$ cat src/rtl/ysyx_22051013_hzd_ctl_pkg.sv
// Shared definitions for the pipeline hazard / fence.i controller:
// FSM state encoding, stall/flush bit positions and the drain watchdog default.
package ysyx_22051013_hzd_ctl_pkg;

  typedef enum logic [1:0] {
    StRun     = 2'd0,
    StDrain   = 2'd1,
    StIcflush = 2'd2,
    StRedir   = 2'd3
  } hzd_state_e;

  // stall_o bit positions (hold a stage)
  localparam int unsigned STG_IF = 0;
  localparam int unsigned STG_ID = 1;
  localparam int unsigned STG_EX = 2;
  localparam int unsigned STG_LS = 3;

  // flush_o bit positions (bubble into a pipeline register)
  localparam int unsigned FL_IF_ID = 0;
  localparam int unsigned FL_ID_EX = 1;
  localparam int unsigned FL_EX_LS = 2;
  localparam int unsigned FL_LS_WB = 3;

  localparam int unsigned DRAIN_MAX_DEF = 255;

endpackage

$ cat src/rtl/ysyx_22051013_hzd_wdog.sv
// Drain watchdog: counts consecutive enabled cycles and flags the cycle on which
// the count would reach DRAIN_MAX. Clears whenever the enable drops.
module ysyx_22051013_hzd_wdog
  import ysyx_22051013_hzd_ctl_pkg::*;
#(
  parameter int unsigned DRAIN_MAX = DRAIN_MAX_DEF
) (
  input  logic clk,
  input  logic rst,
  input  logic i_ena,
  output logic o_expire
);

  localparam logic [7:0] CNT_LAST = 8'(DRAIN_MAX - 1);

  logic [7:0] r_cnt;

  always_ff @(posedge clk) begin
    if (!rst) begin
      r_cnt <= 8'd0;
    end else if (i_ena) begin
      r_cnt <= r_cnt + 8'd1;
    end else begin
      r_cnt <= 8'd0;
    end
  end

  // Expire on the DRAIN_MAX-th enabled cycle so the exit lands exactly on the limit
  assign o_expire = i_ena && (r_cnt == CNT_LAST);

endmodule

$ cat src/rtl/ysyx_22051013_hzd_ctl.sv
// Pipeline hazard controller: prioritised stall/flush in normal running, plus the
// fence.i sequence (drain pipeline, invalidate icache, redirect fetch to pc+4).
module ysyx_22051013_hzd_ctl
  import ysyx_22051013_hzd_ctl_pkg::*;
#(
  parameter int unsigned PC_W      = 64,
  parameter int unsigned DRAIN_MAX = DRAIN_MAX_DEF
) (
  input  logic            clk,
  input  logic            rst,
  input  logic            id_stall_req,
  input  logic            id_jump_ena,
  input  logic            id_fencei,
  input  logic [PC_W-1:0] id_pc,
  input  logic            ex_busy,
  input  logic            ls_busy,
  input  logic            pipe_empty,
  input  logic            ic_flush_done,
  output logic [3:0]      stall_o,
  output logic [3:0]      flush_o,
  output logic            ic_flush_req,
  output logic            redir_ena,
  output logic [PC_W-1:0] redir_pc,
  output logic            fencei_err
);

  hzd_state_e      r_state;
  hzd_state_e      w_state_d;
  logic [PC_W-1:0] r_redir_pc;
  logic            r_err;
  logic            w_capture;
  logic            w_drain;
  logic            w_expire;
  logic            w_timeout;

  assign w_drain   = (r_state == StDrain);
  assign w_timeout = w_expire && !pipe_empty;

  ysyx_22051013_hzd_wdog #(
    .DRAIN_MAX(DRAIN_MAX)
  ) u_wdog (
    .clk     (clk),
    .rst     (rst),
    .i_ena   (w_drain),
    .o_expire(w_expire)
  );

  always_ff @(posedge clk) begin
    if (!rst) begin
      r_state    <= StRun;
      r_redir_pc <= '0;
      r_err      <= 1'b0;
    end else begin
      r_state <= w_state_d;
      if (w_capture) begin
        r_redir_pc <= id_pc + PC_W'(4);
      end
      if (w_timeout) begin
        r_err <= 1'b1;
      end
    end
  end

  always_comb begin
    w_state_d    = r_state;
    w_capture    = 1'b0;
    stall_o      = 4'b0000;
    flush_o      = 4'b0000;
    ic_flush_req = 1'b0;
    redir_ena    = 1'b0;
    unique case (r_state)
      StRun: begin
        if (ls_busy) begin
          stall_o = 4'b1111;
        end else if (ex_busy) begin
          stall_o = 4'b0111;
          flush_o = 4'b0100;
        end else if (id_stall_req) begin
          stall_o = 4'b0011;
          flush_o = 4'b0010;
        end else if (id_jump_ena) begin
          flush_o = 4'b0001;
        end else if (id_fencei) begin
          w_capture = 1'b1;
          w_state_d = StDrain;
        end
      end
      StDrain: begin
        // Front end frozen with a bubble behind it; back end keeps draining
        stall_o[STG_IF]   = 1'b1;
        stall_o[STG_ID]   = 1'b1;
        stall_o[STG_EX]   = ex_busy || ls_busy;
        stall_o[STG_LS]   = ls_busy;
        flush_o[FL_ID_EX] = 1'b1;
        flush_o[FL_EX_LS] = ex_busy && !ls_busy;
        if (pipe_empty || w_expire) begin
          w_state_d = StIcflush;
        end
      end
      StIcflush: begin
        ic_flush_req = 1'b1;
        stall_o      = 4'b0011;
        if (ic_flush_done) begin
          w_state_d = StRedir;
        end
      end
      StRedir: begin
        redir_ena = 1'b1;
        flush_o   = 4'b0001;
        w_state_d = StRun;
      end
      default: w_state_d = StRun;
    endcase
    if (!rst) begin
      stall_o      = 4'b0000;
      flush_o      = 4'b0000;
      ic_flush_req = 1'b0;
      redir_ena    = 1'b0;
    end
  end

  assign redir_pc   = r_redir_pc;
  assign fencei_err = r_err;

endmodule

$ cat config.mk
export PLATFORM = sky130hd
export DESIGN_NAME = ysyx_22051013_hzd_ctl
export DESIGN_NICKNAME = d
export VERILOG_FILES = /design/src/rtl/ysyx_22051013_hzd_ctl_pkg.sv /design/src/rtl/ysyx_22051013_hzd_wdog.sv /design/src/rtl/ysyx_22051013_hzd_ctl.sv
export SDC_FILE = /design/constraint.sdc
export NUM_CORES = 1
export LEC_CHECK = 0
export CELL_PAD_IN_SITES_DETAIL_PLACEMENT = 0
export CELL_PAD_IN_SITES_GLOBAL_PLACEMENT = 2
export CORE_MARGIN = 2
export CORE_UTILIZATION = 27
export DETAILED_ROUTE_END_ITERATION = 6
export PLACE_DENSITY_LB_ADDON = 0.1
export SLEW_MARGIN = 0
export SYNTH_ARGS = -nofsm -noshare
export SYNTH_HDL_FRONTEND = slang
export SYNTH_SLANG_ARGS = --single-unit
$ cat constraint.sdc
create_clock -name clk -period 5.9 [get_ports clk]
set_input_delay 1.475 -clock clk [delete_from_list [all_inputs] [get_ports clk]]
set_output_delay 1.475 -clock clk [all_outputs]
set_load 0.01 [all_outputs]
; ---- After elaboration in Yosys (flattened, before gate mapping)
; Cells that the tools add are included.
[totals]
register_bits = 75
inputBits = 73
out_inout_bits = 75
word_cells = 58
[classes]
n_addsub = 2
eq_ne = 11
n_mux = 31
reduce_logical = 10
[ops]
columns = op, n
row1 = adder 64 x 3 -> 64 bit (second input constant), 1
row2 = two-way mux 2 bit, 9
row3 = != test 2 bit (second input constant), 7
row4 = two-way mux 1 bit, 12
row5 = two-way mux 4 bit, 3
row6 = one-hot mux 4 bit (3 select lines), 1
row7 = two-way mux 3 bit, 3
row8 = adder 8 x 1 -> 8 bit (second input constant), 1
row9 = equality test 8 bit (second input constant), 1
row10 = one-hot mux 2 bit (4 select lines), 1
row11 = AND reduction 7 bit, 1
row12 = equality test 2 bit (second input constant), 2
row13 = one-hot mux 2 bit (2 select lines), 1
row14 = logical AND 1 bit, 3
row15 = equality test 2 x 1 -> 1 bit (second input constant), 1
row16 = zero test 1 bit, 2
row17 = zero test 2 bit, 1
row18 = logical OR 1 bit, 2
row19 = one-hot mux 1 bit (2 select lines), 1
row20 = AND reduction 2 bit, 1

; ---- Logic depth before layout (Yosys ltp)
; Gate-level depths: netlist of run 1.
[logic_depth]
depth_word = 6
depth_mapped = 9
mapped_depth_nobuf = 7

; ---- Hierarchy
; A second synthesis of run 1 with hierarchy kept.
[hier_totals]
hier_cells = 554
hier_area_um2 = 4289.1
[modules_own_cells]
columns = module, instances, cells_each, area_per_inst_um2, seq_area_each_um2
row1 = ysyx_22051013_hzd_ctl, 1, 517, 3963.8, 1341.3
row2 = ysyx_22051013_hzd_wdog, 1, 37, 325.3, 160.2

; ---- Worst setup path before layout of run 1
; Ideal clock, no wire load.
[synth_timing]
path_type = input -> output
start = input rst
end = output flush_o[0]
t_arrival_ns = 2.323
required_time_ns = 4.425
setup_slack_ns = 2.102
path_stages = 4
n_path_buf = 2
cell_sequence = clkbuf_1 > inv_1 > clkbuf_1 > nor3_1
[synth_via]
elab_chain_len = 1
[synth_lines]
columns = item, line_no
row1 = from (decl), ysyx_22051013_hzd_ctl.sv:10  ; input logic rst,
row2 = two-way mux 4 bit, ysyx_22051013_hzd_ctl.sv:114  ; if (!rst) begin
row3 = to (decl), ysyx_22051013_hzd_ctl.sv:20  ; output logic [3:0] flush_o,
; No other way between the ends.

; ---- Worst setup path in the final report of run 1
[layout_timing]
start = input ls_busy
end = output flush_o[0]
[layout_via]
elab_chain_len = 3
[layout_lines]
columns = item, line_no
row1 = from (decl), ysyx_22051013_hzd_ctl.sv:16  ; input logic ls_busy,
row2 = two-way mux 3 bit, ysyx_22051013_hzd_ctl.sv:73  ; if (ls_busy) begin
row3 = one-hot mux 1 bit (2 select lines), ysyx_22051013_hzd_ctl.sv:71  ; unique case (r_state)
row4 = two-way mux 4 bit, ysyx_22051013_hzd_ctl.sv:114
; No other way between the ends.

==> results of run 1 <==
==> tightest hold or removal path: cells and delay by family, from the launching register on <==
kind | cells | cell delay, ns
flip-flops | 1 | 0.30
AND/OR/NAND/NOR | 1 | 0.05
AO/OA/AOI/OAI | 1 | 0.05
==> worst max path at each step <==
stage          depth (start not counted)         end    start
2_1_floorplan                          4  flush_o[0]      rst
3_3_place_gp                           5  flush_o[0]  ls_busy
3_5_place_dp                           5  flush_o[0]  ls_busy
4_1_cts                                5  flush_o[0]  ls_busy
5_1_grt                                5  flush_o[0]  ls_busy
6_report                               5  flush_o[0]  ls_busy
==> layout make-up <==
class	instances	area (µm²)	share of cell area, %
sequential	75	1500	25.3
timing repair buffer	150	1490	25.0
inverter	15	56.3	0.949
multi-input combinational	390	2350	39.6
clock inverter	4	76.3	1.29
tap	184	230	3.88
clock buffer	11	233	3.92
==> synth_stat cells, types with 2 or more instances <==
library cell	number	area [µm²]
nor2_1	51	191
nor4_2	2	25.0
or3_1	3	18.8
nor3_1	19	95.1
and3_1	7	43.8
nor4_1	13	81.3
nand2b_1	2	12.5
ha_1	8	100
buf_2	2	10.0
a21oi_1	49	245
and2_1	2	12.5
buf_6	2	22.5
dfxtp_1	75	1500
clkbuf_1	21	78.8
a211oi_1	15	113
xor2_1	21	184
xnor2_1	45	394
nand3b_1	2	15.0
nand4b_1	2	17.5
nor4b_1	2	17.5
nand2_1	42	158
o21ai_0	47	235
buf_4	2	15.0
nand3_1	31	155
inv_1	15	56.3
nand4_1	11	68.8
==> flip-flops by register name, summed over array words and instances, names as in the netlist <==
signal,flops
redir_pc,64
r_state,2
u_wdog.r_cnt,8
fencei_err,1
==> power breakdown <==
group / internal (mW) / total (mW) / leakage (nW) / switching, mW
registers: 0.525 / 0.539 / 0.606 / 0.0132
clock network: 0.369 / 0.583 / 0.146 / 0.214
logic: 0.125 / 0.245 / 1.22 / 0.120
==> metal layers <==
metal | vias up | track usage, % | share of wire [%]
li1 | 2047 | - | -
met1 | 1818 | 20.3 | 47
met2 | 96 | 25.4 | 46
met3 | 9 | 5.40 | 5.5
met4 | 0 | 3.62 | 1.2
met5 | - | 0 | 0
==> stage by stage <==
stage                     setup slack (ns)  instances  total power [mW]  hold WS [ns]  instance area [µm²]
final                                 1.18        829              1.37         0.456                 5930
after global routing                  1.03        829              1.44         0.488                 5930
after CTS                             1.18        829              1.39         0.455                 5930
after detailed placement              1.18        814             0.797         0.447                 5630
after global placement                1.20        814             0.796         0.443                 5630
after floorplan                       2.10        508             0.660         0.453                 4040
==> logic make-up (layout without fill, tap and decap cells) <==
kind of cell             Yosys count  count (layout)  synth area share, %
AO/OA/AOI/OAI                    115             115                 15.5
XOR/XNOR                          66              66                 14.3
adder cells (fa/ha/maj)            8               8                 2.48
buffers and inverters             43             180                 4.62
flip-flops                        75              75                 37.2
other                              1               1               0.0929
AND/OR/NAND/NOR                  200             200                 25.7
==> flow_summary_export.csv, run 1 <==
group,metric,value,unit
cells_and_area,area_growth_syn_to_layout,47.1,%
hold_path,min_path_cells,2,
cts,cts_root_buffer,"clkbuf_16",
grt,grt_pass1_wl,20200,µm
yosys,synthCells,508,
job,maxCapViolCount,0,
detailed_routing,vias,3970,
yosys,synth_seq_area_share,37.2,%
grt,grt_max_degree,84,
cells_and_area,nets,722,
timing,hold_violations,0,
cts,cts_buffers,9,
setup_path,cp_data_required_time,4.43,ns
place,dp_hpwl,9320,µm
yosys,synthesis.area,4040,µm²
cts,cts_tree,"yes",
setup_path,cp_slowest_stage_delay,0.57,ns
setup_path,path_class,"primary input to output pin",
floorplanning,die_x,126,µm
timing,post-route-min-period,4.72,ns
setup_path,worst-path-buf-inv,2,
hold_path,hold-path-endpoint,"redir_pc[1]",
cells_and_area,fillerInstances,1493,
detailed_routing,dr.pass1.iters,4,
grt,grt_pass1_vias,3938,
cts,cts_buffer_depth,2,
timing,fin_skew,0.00454,ns
grt,grt_overflow,0,
setup_path,endpoint_kind,"output pin",
timing,rsz0062_at_grt,"no",
floorplanning,core,14600,µm²
timing,slew_headroom,39.8,%
yosys,yosys_register_bits,75,
timing,fmax,0.212,GHz
timing,setup_viol,0,
timing,worst-slew-pin-transition,0.903,ns
setup_path,crit_family,"buffers and inverters",
grt,antenna_found_initial,0,
detailed_routing,wirelength,12400,µm
place,place_congestion,0.795,
power_and_ir_drop,leakage,1.97,nW
cts,hold_buffers,0,
floorplanning,initial_core_util,27.7,%
floorplanning,die_y,126,µm
yosys,synth_edf_count,0,
cts,clk_latency,0.33,ns
setup_path,slowest_stage,"clkdlybuf4s50_1",
timing,finalSetupTns,0,ns
run_status,status,"complete, no violations",
setup_path,cp-start-kind,"primary input",
setup_path,rrSetupSlack,3.55,ns
cells_and_area,layout-drive-gt1-share,4.50,%
detailed_routing,antenna_left,0,
timing,maxSlewViolCount,0,
cts,post_cts_buffers,0,
floorplanning,fp-row-count,44,
cts,clkTransAtPathRegs,0.06,ns
power_and_ir_drop,power.density,230,nW/µm²
detailed_routing,viasPerCell,4.79,
place,portBuffers,146,
detailed_routing,routedWlPerCell,14.9,µm
floorplanning,die_area,15900,µm²
yosys,syn_area_per_cell,7.94,µm²
setup_path,arrival,3.24,ns
cells_and_area,antenna-diode-count,0,
cells_and_area,final_cell_mix,"clkdlybuf4s50_1 (145), dfxtp_1 (75), nor2_1 (51)",
detailed_routing,drt_iter0_drc,180,
cts,post_cts_resized,0,
setup_path,crit_fanout,5,
yosys,synth_warnings,0,
setup_path,reg2reg_depth,6,
hold_path,hp-start,"redir_pc[1]",
cts,cts_sinks,75,
hold_path,min_path_type,"flip-flop to flip-flop",
yosys,ys_dominant_reg_cell,"dfxtp_1",
timing,post-route-period-util,80.0,%
yosys,synth_cell_types,43,
detailed_routing,drc_errors,0,
grt,grtUsageTotal,15.7,%
power_and_ir_drop,ir_drop,126,µV
floorplanning,ios,148,
setup_path,critical_path.cell_chain,"clkdlybuf4s50_1 -> nor3_1 -> a31oi_1 -> nor3_1 -> clkdlybuf4s50_1",
cells_and_area,final_common_cell,"clkdlybuf4s50_1",
cells_and_area,final_core_util,40.7,%
setup_path,r2r-start,"r_state[0]",
cts,htree_levels,3,
yosys,async_reset_ff_share,0,%
yosys,synth_nets,589,
setup_path,r2r_end,"redir_pc[39]",
No activity file was read; power rests on OpenSTA's default activity.
==> run 2: changes to the inputs <==
--- a/config.mk
+++ b/config.mk
@@ -8,7 +8,7 @@
 export CELL_PAD_IN_SITES_DETAIL_PLACEMENT = 0
 export CELL_PAD_IN_SITES_GLOBAL_PLACEMENT = 2
 export CORE_MARGIN = 2
-export CORE_UTILIZATION = 27
+export CORE_UTILIZATION = 25
 export DETAILED_ROUTE_END_ITERATION = 6
 export PLACE_DENSITY_LB_ADDON = 0.1
 export SLEW_MARGIN = 0
==> constraint.sdc (replaced) <==
create_clock -name clk -period 4.44 [get_ports clk]
set_input_delay 1.11 -clock clk [delete_from_list [all_inputs] [get_ports clk]]
set_output_delay 1.11 -clock clk [all_outputs]
set_load 0.01 [all_outputs]
==> flow_summary_export.csv, run 2 (synthesis gave the netlist of run 1 again) <==
group,metric,value,unit
cts,cts_sinks,75,
setup_path,path_class,"primary input to output pin",
setup_path,cp_slowest_stage_delay,0.56,ns
detailed_routing,dr.pass1.iters,4,
power_and_ir_drop,power.density,296,nW/µm²
cells_and_area,final_cell_mix,"clkdlybuf4s50_1 (145), dfxtp_1 (75), nor2_1 (51)",
job,maxCapViolCount,0,
grt,grt_overflow,0,
power_and_ir_drop,p_int,1.30,mW
power_and_ir_drop,leakage,2.00,nW
timing,fmax,0.253,GHz
power_and_ir_drop,clkPwrFrac,41.3,%
detailed_routing,routedWlPerCell,14.8,µm
power_and_ir_drop,finalPower,1.78,mW
grt,grt_pass1_wl,20200,µm
floorplanning,ios,148,
timing,maxSlewViolCount,0,
timing,slew_headroom,64.5,%
detailed_routing,viasPerCell,4.61,
detailed_routing,wirelength,12900,µm
cts,hold_buffers,0,
setup_path,worst-path-buf-inv,2,
cells_and_area,final_core_util,38.0,%
floorplanning,die_area,17200,µm²
floorplanning,fp-row-count,46,
setup_path,crit_fanout,5,
timing,post-route-min-period,3.95,ns
floorplanning,die_x,131,µm
cts,htree_levels,3,
hold_path,min_path_type,"flip-flop to flip-flop",
hold_path,hold-path-endpoint,"redir_pc[0]",
grt,grt_pass1_vias,3917,
detailed_routing,drt_iter0_drc,185,
detailed_routing,vias,3996,
cts,post_cts_buffers,0,
power_and_ir_drop,swShare,27.1,%
power_and_ir_drop,power.switching,482,µW
cells_and_area,antenna-diode-count,0,
cells_and_area,largest_register_ff_count,64,
cells_and_area,layout-drive-gt1-share,5.68,%
setup_path,cp_data_required_time,3.33,ns
timing,worst-slew-pin-transition,0.527,ns
cells_and_area,nets,727,
cts,cts_buffer_depth,2,
grt,antenna_found_initial,0,
timing,hold_violations,0,
setup_path,cp-start-kind,"primary input",
hold_path,min_path_cells,2,
setup_path,slowest_stage,"clkdlybuf4s50_1",
place,portBuffers,146,
run_status,status,"complete, no violations",
cts,cts_tree,"yes",
setup_path,crit_family,"buffers and inverters",
grt,grtUsageTotal,15.3,%
timing,fin_ws,0.486,ns
detailed_routing,antenna_left,0,
setup_path,rrSetupSlack,2.32,ns
power_and_ir_drop,seqPwrFrac,40.2,%
floorplanning,die_y,131,µm
cells_and_area,final_common_cell,"clkdlybuf4s50_1",
cts,post_cts_resized,0,
timing,rsz0062_at_grt,"no",
setup_path,critical_path.cell_chain,"clkdlybuf4s50_1 -> nor3_1 -> a31oi_1 -> nor3_1 -> clkdlybuf4s50_1",
setup_path,endpoint_kind,"output pin",
place,dp_hpwl,9570,µm
timing,finalSetupTns,0,ns
cts,clk_latency,0.34,ns
setup_path,r2r-start,"r_state[0]",
cells_and_area,area_growth_syn_to_layout,48.9,%
place,pre_cts_ws,0.476,ns
setup_path,arrival,2.84,ns
setup_path,r2r_end,"redir_pc[37]",
cts,cts_root_buffer,"clkbuf_16",
floorplanning,core,15800,µm²
hold_path,hp-start,"redir_pc[0]",
detailed_routing,drc_errors,0,
cts,cts_buffers,9,
cts,clkTransAtPathRegs,0.06,ns
floorplanning,initial_core_util,25.5,%
timing,setup_viol,0,
power_and_ir_drop,ir_drop,170,µV
setup_path,reg2reg_depth,6,
grt,grt_max_degree,54,
cells_and_area,fillerInstances,1681,
place,place_congestion,0.770,
timing,post-route-period-util,89.0,%
timing,fin_skew,0.00711,ns
power_and_ir_drop,p_comb_share,18.5,%
-- run 2: per-layer routing --
| metal | up-vias | global-route usage, % | share of wire (%) |
|---|---|---|---|
| li1 | 2065 | - | - |
| met5 | - | 0 | 0 |
| met1 | 1789 | 20.3 | 47 |
| met2 | 122 | 23.5 | 43 |
| met4 | 0 | 6.88 | 2.5 |
| met3 | 20 | 3.54 | 7.3 |
-- run 2: area by class of cell --
type / count / area (µm²) / area share [%]
inverter: 15 / 56.3 / 0.937
clock buffer: 9 / 225 / 3.75
clock inverter: 7 / 68.8 / 1.15
timing repair buffer: 155 / 1540 / 25.6
sequential: 75 / 1500 / 25.0
multi-input combinational: 390 / 2350 / 39.1
tap: 216 / 270 / 4.50
-- run 2: worst min-delay path: stages, from the launching register on --
cell and delay [ns]:
dfxtp_1 0.31, nand2_1 0.05, a21oi_1 0.05
-- run 2: stage by stage --
stage	std cells	area, µm²	hold slack [ns]
2_1_floorplan	508	4040	0.453
3_3_place_gp	851	5720	0.445
3_5_place_dp	851	5720	0.446
4_1_cts	867	6010	0.454
5_1_grt	867	6010	0.488
6_report	867	6010	0.453
-- run 2: power by group through the flow --
stage | Sequential, mW | Combinational [mW] | Clock (mW)
6_report | 0.715 | 0.330 | 0.736
2_1_floorplan | 0.736 | 0.141 | 0
5_1_grt | 0.719 | 0.365 | 0.793
3_5_place_dp | 0.730 | 0.330 | 0
3_3_place_gp | 0.730 | 0.331 | 0
4_1_cts | 0.715 | 0.332 | 0.773
-- run 2: how the worst max path moves through the flow --
stage	start	endpoint	slack (ns)	depth (start not counted)
detailed placement	ls_busy	flush_o[0]	0.48	5
finish	ls_busy	flush_o[0]	0.49	5
floorplan	rst	flush_o[0]	1.37	4
global placement	ls_busy	flush_o[0]	0.47	5
CTS	ls_busy	flush_o[0]	0.48	5
global route	ls_busy	flush_o[0]	0.30	5
